==> config.mk <==
export PLATFORM = sky130hd
export DESIGN_NAME = ifu_fetch_flat
export DESIGN_NICKNAME = d
export VERILOG_FILES = /design/src/rtl/ifu_fetch_if.sv /design/src/rtl/ifu_fetch.sv /design/src/flat_wrapper.sv
export SDC_FILE = /design/constraint.sdc
export NUM_CORES = 1
export LEC_CHECK = 0
export ABC_AREA = 1
export CAP_MARGIN = 0
export CORE_AREA = 2 2 130 132
export CTS_CLUSTER_DIAMETER = 30
export DETAILED_ROUTE_END_ITERATION = 8
export DIE_AREA = 0 0 132 134
export GPL_ROUTABILITY_DRIVEN = 0
export PLACE_DENSITY_LB_ADDON = 0.05
export SYNTH_ARGS = -nofsm -noshare
export SYNTH_HDL_FRONTEND = slang
export SYNTH_SLANG_ARGS = --single-unit
==> constraint.sdc <==
create_clock -name clk -period 4.34 [get_ports clk]
set_input_delay 0.434 -clock clk [delete_from_list [all_inputs] [get_ports clk]]
set_output_delay 0.434 -clock clk [all_outputs]
set_load 0.005 [all_outputs]
==> src/rtl/ifu_fetch_if.sv <==
// Bundles the fetch stage's PC-register, imem and decode-side signals.
//   PC register side : pc, redirect -> fetch; pc_stall, pc_plus4 <- fetch
//   imem request     : imem_req_valid, imem_req_addr <- fetch; imem_req_ready -> fetch
//   imem response    : imem_resp_valid, imem_resp_data, imem_resp_err -> fetch
//   decode side      : if_valid, if_pc, if_inst, if_fault <- fetch; if_ready -> fetch
// master is the fetch sequencer's view, slave the surrounding pipeline/memory.
interface ifu_fetch_if;
  logic [31:0] pc;
  logic        redirect;
  logic        pc_stall;
  logic [31:0] pc_plus4;

  logic        imem_req_valid;
  logic        imem_req_ready;
  logic [31:0] imem_req_addr;
  logic        imem_resp_valid;
  logic [31:0] imem_resp_data;
  logic        imem_resp_err;

  logic        if_valid;
  logic        if_ready;
  logic [31:0] if_pc;
  logic [31:0] if_inst;
  logic        if_fault;

  modport master (
    input  pc, redirect, imem_req_ready, imem_resp_valid, imem_resp_data, imem_resp_err,
           if_ready,
    output pc_stall, pc_plus4, imem_req_valid, imem_req_addr, if_valid, if_pc, if_inst,
           if_fault
  );

  modport slave (
    output pc, redirect, imem_req_ready, imem_resp_valid, imem_resp_data, imem_resp_err,
           if_ready,
    input  pc_stall, pc_plus4, imem_req_valid, imem_req_addr, if_valid, if_pc, if_inst,
           if_fault
  );
endinterface

==> src/rtl/ifu_fetch.sv <==
// Instruction-fetch sequencer between the PC register and instruction memory.
// Issues one request per instruction, holds the returned word for decode, stalls the
// PC register until decode accepts, and discards responses made stale by a redirect.
// Ports:
//   clk  - clock, all state updates on posedge
//   rst  - synchronous active-high reset
//   bus  - ifu_fetch_if.master: PC register, imem request/response and decode handshakes
// Parameters:
//   FAULT_INST - word presented on if_inst for a faulting fetch
//   TIMEOUT    - WAIT/DROP cycles before fault/abandon; 0 disables the timeout
module ifu_fetch #(
  parameter logic [31:0] FAULT_INST = 32'h0000_0013,
  parameter int unsigned TIMEOUT    = 256
) (
  input logic         clk,
  input logic         rst,
  ifu_fetch_if.master bus
);

  // Wide enough to hold TIMEOUT + 1 so saturation never masks the compare.
  localparam int unsigned     CntW    = $clog2(TIMEOUT + 2);
  localparam logic [CntW-1:0] CntLast = CntW'((TIMEOUT == 0) ? 0 : TIMEOUT - 1);
  localparam logic [CntW-1:0] CntMax  = '1;

  typedef enum logic [1:0] {StReq, StWait, StHold, StDrop} state_e;

  state_e          state_q, state_d;
  logic [CntW-1:0] cnt_q, cnt_d;
  logic [31:0]     if_pc_q, if_pc_d;
  logic [31:0]     if_inst_q, if_inst_d;
  logic            if_fault_q, if_fault_d;

  logic aligned;
  logic req_fire;
  logic dec_fire;
  logic timeout_hit;
  logic [CntW-1:0] cnt_inc;

  assign aligned  = (bus.pc[1:0] == 2'b00);
  assign req_fire = bus.imem_req_valid & bus.imem_req_ready;
  assign dec_fire = (state_q == StHold) & bus.if_ready & ~bus.redirect;
  // The cycle in which the counter shows TIMEOUT-1 is the TIMEOUT-th waiting cycle.
  assign timeout_hit = (TIMEOUT != 0) && (cnt_q >= CntLast);
  assign cnt_inc     = (cnt_q != CntMax) ? cnt_q + 1'b1 : cnt_q;

  // Outputs
  assign bus.imem_req_valid = (state_q == StReq) & ~bus.redirect & aligned & ~rst;
  assign bus.imem_req_addr  = bus.pc;
  assign bus.pc_plus4       = bus.pc + 32'd4;
  // Reset keeps the PC register frozen even if redirect is asserted.
  assign bus.pc_stall       = rst | ~(dec_fire | bus.redirect);
  assign bus.if_valid       = (state_q == StHold);
  assign bus.if_pc          = if_pc_q;
  assign bus.if_inst        = if_inst_q;
  assign bus.if_fault       = if_fault_q;

  always_comb begin
    state_d    = state_q;
    cnt_d      = cnt_q;
    if_pc_d    = if_pc_q;
    if_inst_d  = if_inst_q;
    if_fault_d = if_fault_q;

    unique case (state_q)
      StReq: begin
        if (bus.redirect) begin
          state_d = StReq;
        end else if (!aligned) begin
          state_d    = StHold;
          if_pc_d    = bus.pc;
          if_inst_d  = FAULT_INST;
          if_fault_d = 1'b1;
        end else if (req_fire) begin
          state_d = StWait;
          cnt_d   = '0;
          if_pc_d = bus.pc;
        end
      end
      StWait: begin
        cnt_d = cnt_inc;
        if (bus.imem_resp_valid) begin
          if (bus.redirect) begin
            state_d = StReq;
          end else begin
            state_d    = StHold;
            if_inst_d  = bus.imem_resp_err ? FAULT_INST : bus.imem_resp_data;
            if_fault_d = bus.imem_resp_err;
          end
        end else if (bus.redirect) begin
          // Response still owed by imem; it must be swallowed before re-requesting.
          state_d = StDrop;
          cnt_d   = '0;
        end else if (timeout_hit) begin
          state_d    = StHold;
          if_inst_d  = FAULT_INST;
          if_fault_d = 1'b1;
        end
      end
      StDrop: begin
        cnt_d = cnt_inc;
        if (bus.imem_resp_valid || timeout_hit) begin
          state_d = StReq;
        end
      end
      StHold: begin
        if (bus.redirect || bus.if_ready) begin
          state_d = StReq;
        end
      end
      default: state_d = StReq;
    endcase
  end

  always_ff @(posedge clk) begin
    if (rst) begin
      state_q    <= StReq;
      cnt_q      <= '0;
      if_pc_q    <= '0;
      if_inst_q  <= '0;
      if_fault_q <= 1'b0;
    end else begin
      state_q    <= state_d;
      cnt_q      <= cnt_d;
      if_pc_q    <= if_pc_d;
      if_inst_q  <= if_inst_d;
      if_fault_q <= if_fault_d;
    end
  end

endmodule

==> src/flat_wrapper.sv <==
// flat-port wrapper written by rule: the top's interface ports become plain ports
module ifu_fetch_flat 
#(
  parameter logic [31:0] FAULT_INST = 32'h0000_0013,
  parameter int unsigned TIMEOUT    = 256
)
  (clk, rst, bus_pc, bus_redirect, bus_imem_req_ready, bus_imem_resp_valid, bus_imem_resp_data, bus_imem_resp_err, bus_if_ready, bus_pc_stall, bus_pc_plus4, bus_imem_req_valid, bus_imem_req_addr, bus_if_valid, bus_if_pc, bus_if_inst, bus_if_fault);
  ifu_fetch_if bus_i ();
  input logic clk;
  input logic rst;
  input wire logic [$bits(bus_i.pc)-1:0] bus_pc;
  input wire logic [$bits(bus_i.redirect)-1:0] bus_redirect;
  input wire logic [$bits(bus_i.imem_req_ready)-1:0] bus_imem_req_ready;
  input wire logic [$bits(bus_i.imem_resp_valid)-1:0] bus_imem_resp_valid;
  input wire logic [$bits(bus_i.imem_resp_data)-1:0] bus_imem_resp_data;
  input wire logic [$bits(bus_i.imem_resp_err)-1:0] bus_imem_resp_err;
  input wire logic [$bits(bus_i.if_ready)-1:0] bus_if_ready;
  output wire logic [$bits(bus_i.pc_stall)-1:0] bus_pc_stall;
  output wire logic [$bits(bus_i.pc_plus4)-1:0] bus_pc_plus4;
  output wire logic [$bits(bus_i.imem_req_valid)-1:0] bus_imem_req_valid;
  output wire logic [$bits(bus_i.imem_req_addr)-1:0] bus_imem_req_addr;
  output wire logic [$bits(bus_i.if_valid)-1:0] bus_if_valid;
  output wire logic [$bits(bus_i.if_pc)-1:0] bus_if_pc;
  output wire logic [$bits(bus_i.if_inst)-1:0] bus_if_inst;
  output wire logic [$bits(bus_i.if_fault)-1:0] bus_if_fault;
  assign bus_i.pc = bus_pc;
  assign bus_i.redirect = bus_redirect;
  assign bus_i.imem_req_ready = bus_imem_req_ready;
  assign bus_i.imem_resp_valid = bus_imem_resp_valid;
  assign bus_i.imem_resp_data = bus_imem_resp_data;
  assign bus_i.imem_resp_err = bus_imem_resp_err;
  assign bus_i.if_ready = bus_if_ready;
  assign bus_pc_stall = bus_i.pc_stall;
  assign bus_pc_plus4 = bus_i.pc_plus4;
  assign bus_imem_req_valid = bus_i.imem_req_valid;
  assign bus_imem_req_addr = bus_i.imem_req_addr;
  assign bus_if_valid = bus_i.if_valid;
  assign bus_if_pc = bus_i.if_pc;
  assign bus_if_inst = bus_i.if_inst;
  assign bus_if_fault = bus_i.if_fault;
  ifu_fetch #(.FAULT_INST(FAULT_INST), .TIMEOUT(TIMEOUT)) u_core (.clk(clk), .rst(rst), .bus(bus_i));
endmodule
---- After elaboration in Yosys (flattened, before gate mapping) ----
Index checks and enable logic that the tools add are counted.
storage, ports and cells
  flip-flop bits (word level) ............. 76
  latch bits .............................. 0
  bits in writable memories ............... 0
  bits in read-only memories .............. 0
  input port bits ......................... 71
  output and inout bits ................... 132
  logic and storage cells ................. 78
  memories ................................ 0
cells by class
  add/subtract/negate cells ............... 2
  multipliers ............................. 0
  divide/modulo/power cells ............... 0
  order comparisons ....................... 1
  eq/ne operators ......................... 15
  shifts and indexed selects .............. 0
  mux-type cells .......................... 34
  bitwise logic cells ..................... 11
  reduce and logical (&&, ||, !) cells .... 10
operator list
  cell                   number
  $mux 32                9
  $pmux 32 s2            1
  $mux 9                 6
  $add 32x3->32 const B  1
  $pmux 9 s3             1
  $mux 2                 9
  $add 9x1->9 const B    1
  $ge 9x8->1 const B     1
  $ne 9x9->1 const B     1
  $ne 2x1->1 const B     4
  $ne 2x2->1 const B     4
  $pmux 2 s4             1
  $reduce_and 4->1       2
  $and 1x1->1            6
  $mux 1                 6
  $reduce_and 5->1       1
  $eq 2x2->1 const B     2
  $logic_not 2->1        2
  $ne 4x3->1 const B     1
  $ne 4x4->1 const B     1
  $ne 3x2->1 const B     1
  $not 1->1              3
  $reduce_and 3->1       1
  $reduce_bool 3->1      1
  other kinds (5)        7

---- Depth between registers and ports, before layout ----
  depth in word-level cells ............... 9
  depth in mapped cells ................... 12
  depth with buffers taken out ............ 12

---- Worst setup path after synthesis ----
Ideal clock, no wire load.
  kind .................................... input port to output port
  from .................................... input bus_pc[2]
  to ...................................... output bus_pc_plus4[20]
  arrival time ............................ 1371 ps
  data required time ...................... 3906 ps
  slack ................................... 2535 ps
  cell stages on the path ................. 6
  path buffers ............................ 0
  path through ............................ ha_1 -> nand3_1 -> inv_1 -> nand3_1 -> nor4_2 -> xor2_1
between the ends
  longest elaborated chain between the ends .. 1
ends and longest elaborated chain
  element             RTL line            RTL
  start: declaration  flat_wrapper.sv:11  input wire logic [$bits(bus_i.pc)-1:0] bus_pc;
  $add 32x3->32       ifu_fetch.sv:49     assign bus.pc_plus4 = bus.pc + 32'd4;
  end: declaration    flat_wrapper.sv:19  output wire logic [$bits(bus_i.pc_plus4)-1:0] bus_pc_plus4;
No other way between the ends.

---- Worst setup path after layout ----
  from .................................... input bus_pc[3]
  to ...................................... output bus_pc_plus4[26]
The elaborated chain is that of the path after synthesis.

==> reports/results.tsv <==
stage	metric	value	unit
layout	non-filler cells, final	953	
layout	Post-Layout Inst Area	6250	µm²
placed_design	IO Port Bufs	202	
placed_design	dpl cells	937	
critical_path	Critical R2R Capture	u_core.bus.if_inst[4]	
synth	register bit total from synthesis	76	
floorplan	die height	134	µm
power_and_ir_drop	Comb pwr share	22.0	%
global_routing	vias in the first global route	4147	
clocking	hold_buf cts	0	
synth	Gate Count Post-Synth	569	
layout	Final nets	801	
synth	post-synth top area share	37.9	%
synth	Yosys cell types	31	
synth	sequential fraction of the synthesis area	37.9	%
power_and_ir_drop	VDD IR max	0.170	mV
sta	RSZ-0062 raised after global routing	no	
global_routing	initial antenna violation count	0	
critical_path	crit-path max FO	5	
min_path	HP Start	u_core.bus.if_pc[17]	
critical_path	arrival time worst endpoint	2.77	ns
power_and_ir_drop	power density cells	320	nW/µm²
power_and_ir_drop	Seq pwr share	38.1	%
floorplan	core area	16300	µm²
layout	Layout Area Growth over Synthesis	55.7	%
critical_path	reg2reg start	u_core.cnt_q[0]	
detailed_routing	routed wire length	14.5	mm
detailed_routing	vias per std cell	4.46	
clocking	Clk Tree Root Cell	clkbuf_16	
placed_design	Post-DP Area	5940	µm²
sta	final setup vio count	0	
detailed_routing	number of routed nets with antenna violations	0	
placed_design	Post-DP HPWL	11.1	mm
clocking	H-Tree Depth	3	
floorplan	IO Pins	203	
sta	Fin Hold WS	0.460	ns
sta	Max Freq	0.312	GHz
clocking	clock slew at reported path FFs	0.06	ns
critical_path	Crit path required time	3.91	ns
floorplan	initial core utilization	24.6	%
global_routing	pin count of the biggest net entering global routing	66	
sta	Hold Violations, Final	0	
sta	minimum clock period	3.21	ns
detailed_routing	DRC Markers	0	
synth	Syn Nets	642	
floorplan	Die Wd	132	µm
synth	Yosys warning count	0	
clocking	clock sinks	76	
synth	Synth area leaders	dfxtp_1 38%, nand2_1 13%, buf_4 7.1%, a21oi_1 7.0%, nor2_1 5.8%	
global_routing	Total GRT Usage	16.2	%
layout	FILL cells	1779	
power_and_ir_drop	switch share	28.7	%
power_and_ir_drop	Leak	2.30	nW
clocking	TritonCTS Buffers	9	
sta	worst slew pin tran	0.755	ns
sta	Fin Setup TNS	0	ns
power_and_ir_drop	Psw	0.575	mW
clocking	clock latency on the worst-skew pair	0.35	ns
power_and_ir_drop	internal power	1.43	mW
critical_path	Crit Path Class	primary input to primary output	
min_path	Hold Path Sink	u_core.bus.if_pc[17]	
critical_path	r2r worst-path depth	10	
synth	post-synthesis area per instance	7.06	µm²
critical_path	r2r setup slk	1.65	ns
critical_path	crit end category	primary output	
job	Max-cap violations	0	
clocking	CTS tree	built	
floorplan	Row Count	47	
sta	Slew headroom	49.7	%
sta	Max Clock Skew	0.0116	ns
detailed_routing	mean routed wirelength per cell	15.2	µm
synth	synthesized area	4020	µm²
synth	area leader, netlist	dfxtp_1	
run_status	status	finished, final reports clean	
layout	final cell utilization of the core	38.4	%
min_path	hold path depth	2	
min_path	Min-Delay Path Class	register to register	
sta	crit share post-route	73.9	%
clocking	Post-CTS Resized	0	
clocking	clock buffer depth	2	
power_and_ir_drop	Clock power frac	40.0	%
global_routing	first-pass GRT wire length	22.5	mm
global_routing	grt ovf	0	
clocking	Post-CTS Setup Bufs	0	
detailed_routing	DR pass1 iterations	4	
critical_path	CP Launch Type	primary input	
detailed_routing	First DRT Iteration DRCs	164	
floorplan	Die Footprint	17700	µm²
layout	ratio of cells with drive above 1 in the final layout	5.32	%
sta	Max Slew Vio Count	0	
layout	ant diodes	0	
detailed_routing	DR vias	4251	
## sequential cells by signal, indices dropped and copies added, names as in the netlist
register and cells:
u_core.bus.if_inst 32, u_core.state_q 2, u_core.bus.if_pc 32, u_core.bus.if_fault 1, u_core.cnt_q 9
## worst max-delay path, cell delays in order
cell and delay (ns):
clkdlybuf4s50_1 0.58, ha_1 0.26, nand3_1 0.20, inv_1 0.13, nand2_1 0.12, nor3_1 0.32
xor2_1 0.19, clkdlybuf4s50_1 0.53
## final cells by class
| cell class | instances | area [µm²] | share of cell area [%] |
|---|---|---|---|
| inverter | 37 | 140 | 2.24 |
| timing repair buffer | 205 | 2040 | 32.6 |
| clock buffer | 10 | 239 | 3.82 |
| sequential | 76 | 1520 | 24.3 |
| tap | 220 | 275 | 4.40 |
| clock inverter | 6 | 71.3 | 1.14 |
| multi-input combinational | 399 | 1970 | 31.5 |
## layer usage
metal / wire length, µm / up-vias / global-route usage, %
met5: 0 / - / 0
li1: - / 2143 / -
met1: 6290 / 1966 / 19.7
met4: 315 / 0 / 6.46
met3: 708 / 17 / 3.10
met2: 7200 / 125 / 28.0
## cells by family (layout without fill, tap and decap cells)
logic type | count (synthesis) | in the layout | synth area share, %
simple gates | 287 | 287 | 30.9
fa+ha+maj | 2 | 2 | 0.623
buf+inv | 94 | 258 | 13.3
compound gates | 81 | 81 | 10.9
xor+xnor | 29 | 29 | 6.33
flops | 76 | 76 | 37.9
## metrics by stage
| step | power, mW | worst slack [ns] |
|---|---|---|
| final | 2.00 | 1.13 |
| after global routing | 2.11 | 0.902 |
| after detailed placement | 1.22 | 1.09 |
| after global placement | 1.22 | 1.07 |
| after CTS | 2.04 | 1.09 |
| after floorplan | 0.983 | 2.53 |
## synthesized netlist by cell type
library cell  instances
a211oi_1              9
nor3_2                1
buf_6                 4
a21oi_1              56
nor4_2                1
ha_1                  2
nand2_1             140
nor3b_1               1
a21o_1                1
dfxtp_1              76
nand3_1              44
nand2_2               4
nor3_1               17
clkinv_2              1
a21oi_2               1
inv_1                33
xor2_1               23
nand3_2               3
o21ai_0              12
nand4_1               8
nor2_1               62
buf_4                38
inv_2                 3
clkbuf_1              9
nand4_2               1
a31oi_1               1
nor2_2                2
o21bai_1              1
nor4_1                3
xnor2_1               6
buf_2                 6
## worst max-delay path by stage
stage / start / end / slack [ns] / depth (start not counted)
floorplan: bus_pc[2] / bus_pc_plus4[20] / 2.53 / 6
global placement: bus_pc[8] / bus_pc_plus4[31] / 1.07 / 8
detailed placement: bus_pc[8] / bus_pc_plus4[31] / 1.09 / 8
CTS: bus_pc[8] / bus_pc_plus4[31] / 1.09 / 8
global route: bus_pc[3] / bus_pc_plus4[20] / 0.90 / 8
finish: bus_pc[3] / bus_pc_plus4[26] / 1.13 / 8
## power groups by stage
stage                     sequential, mW  clock, mW  combinational [mW]
after CTS                          0.762      0.827               0.449
after floorplan                    0.778          0               0.205
after global placement             0.777          0               0.448
final                              0.762      0.801               0.440
after global routing               0.767      0.862               0.481
after detailed placement           0.778          0               0.447
## cell usage in the layout, fill, tap and decap left out, types with 2 or more instances in the layout
cell type / netlist / final
a211oi_1: 9 / 9
a21oi_1: 56 / 56
buf_4: 38 / 3
clkbuf_16: 0 / 9
clkdlybuf4s50_1: 0 / 201
clkinv_2: 1 / 2
dfxtp_1: 76 / 76
ha_1: 2 / 2
inv_1: 33 / 33
inv_2: 3 / 3
nand2_1: 140 / 139
nand2_2: 4 / 5
nand3_1: 44 / 44
nand3_2: 3 / 3
nand4_1: 8 / 8
nor2_1: 62 / 62
nor2_2: 2 / 2
nor3_1: 17 / 16
nor3_2: 1 / 2
nor4_1: 3 / 3
o21ai_0: 12 / 12
xnor2_1: 6 / 6
xor2_1: 23 / 23
Power figures use the tool's default switching activity.
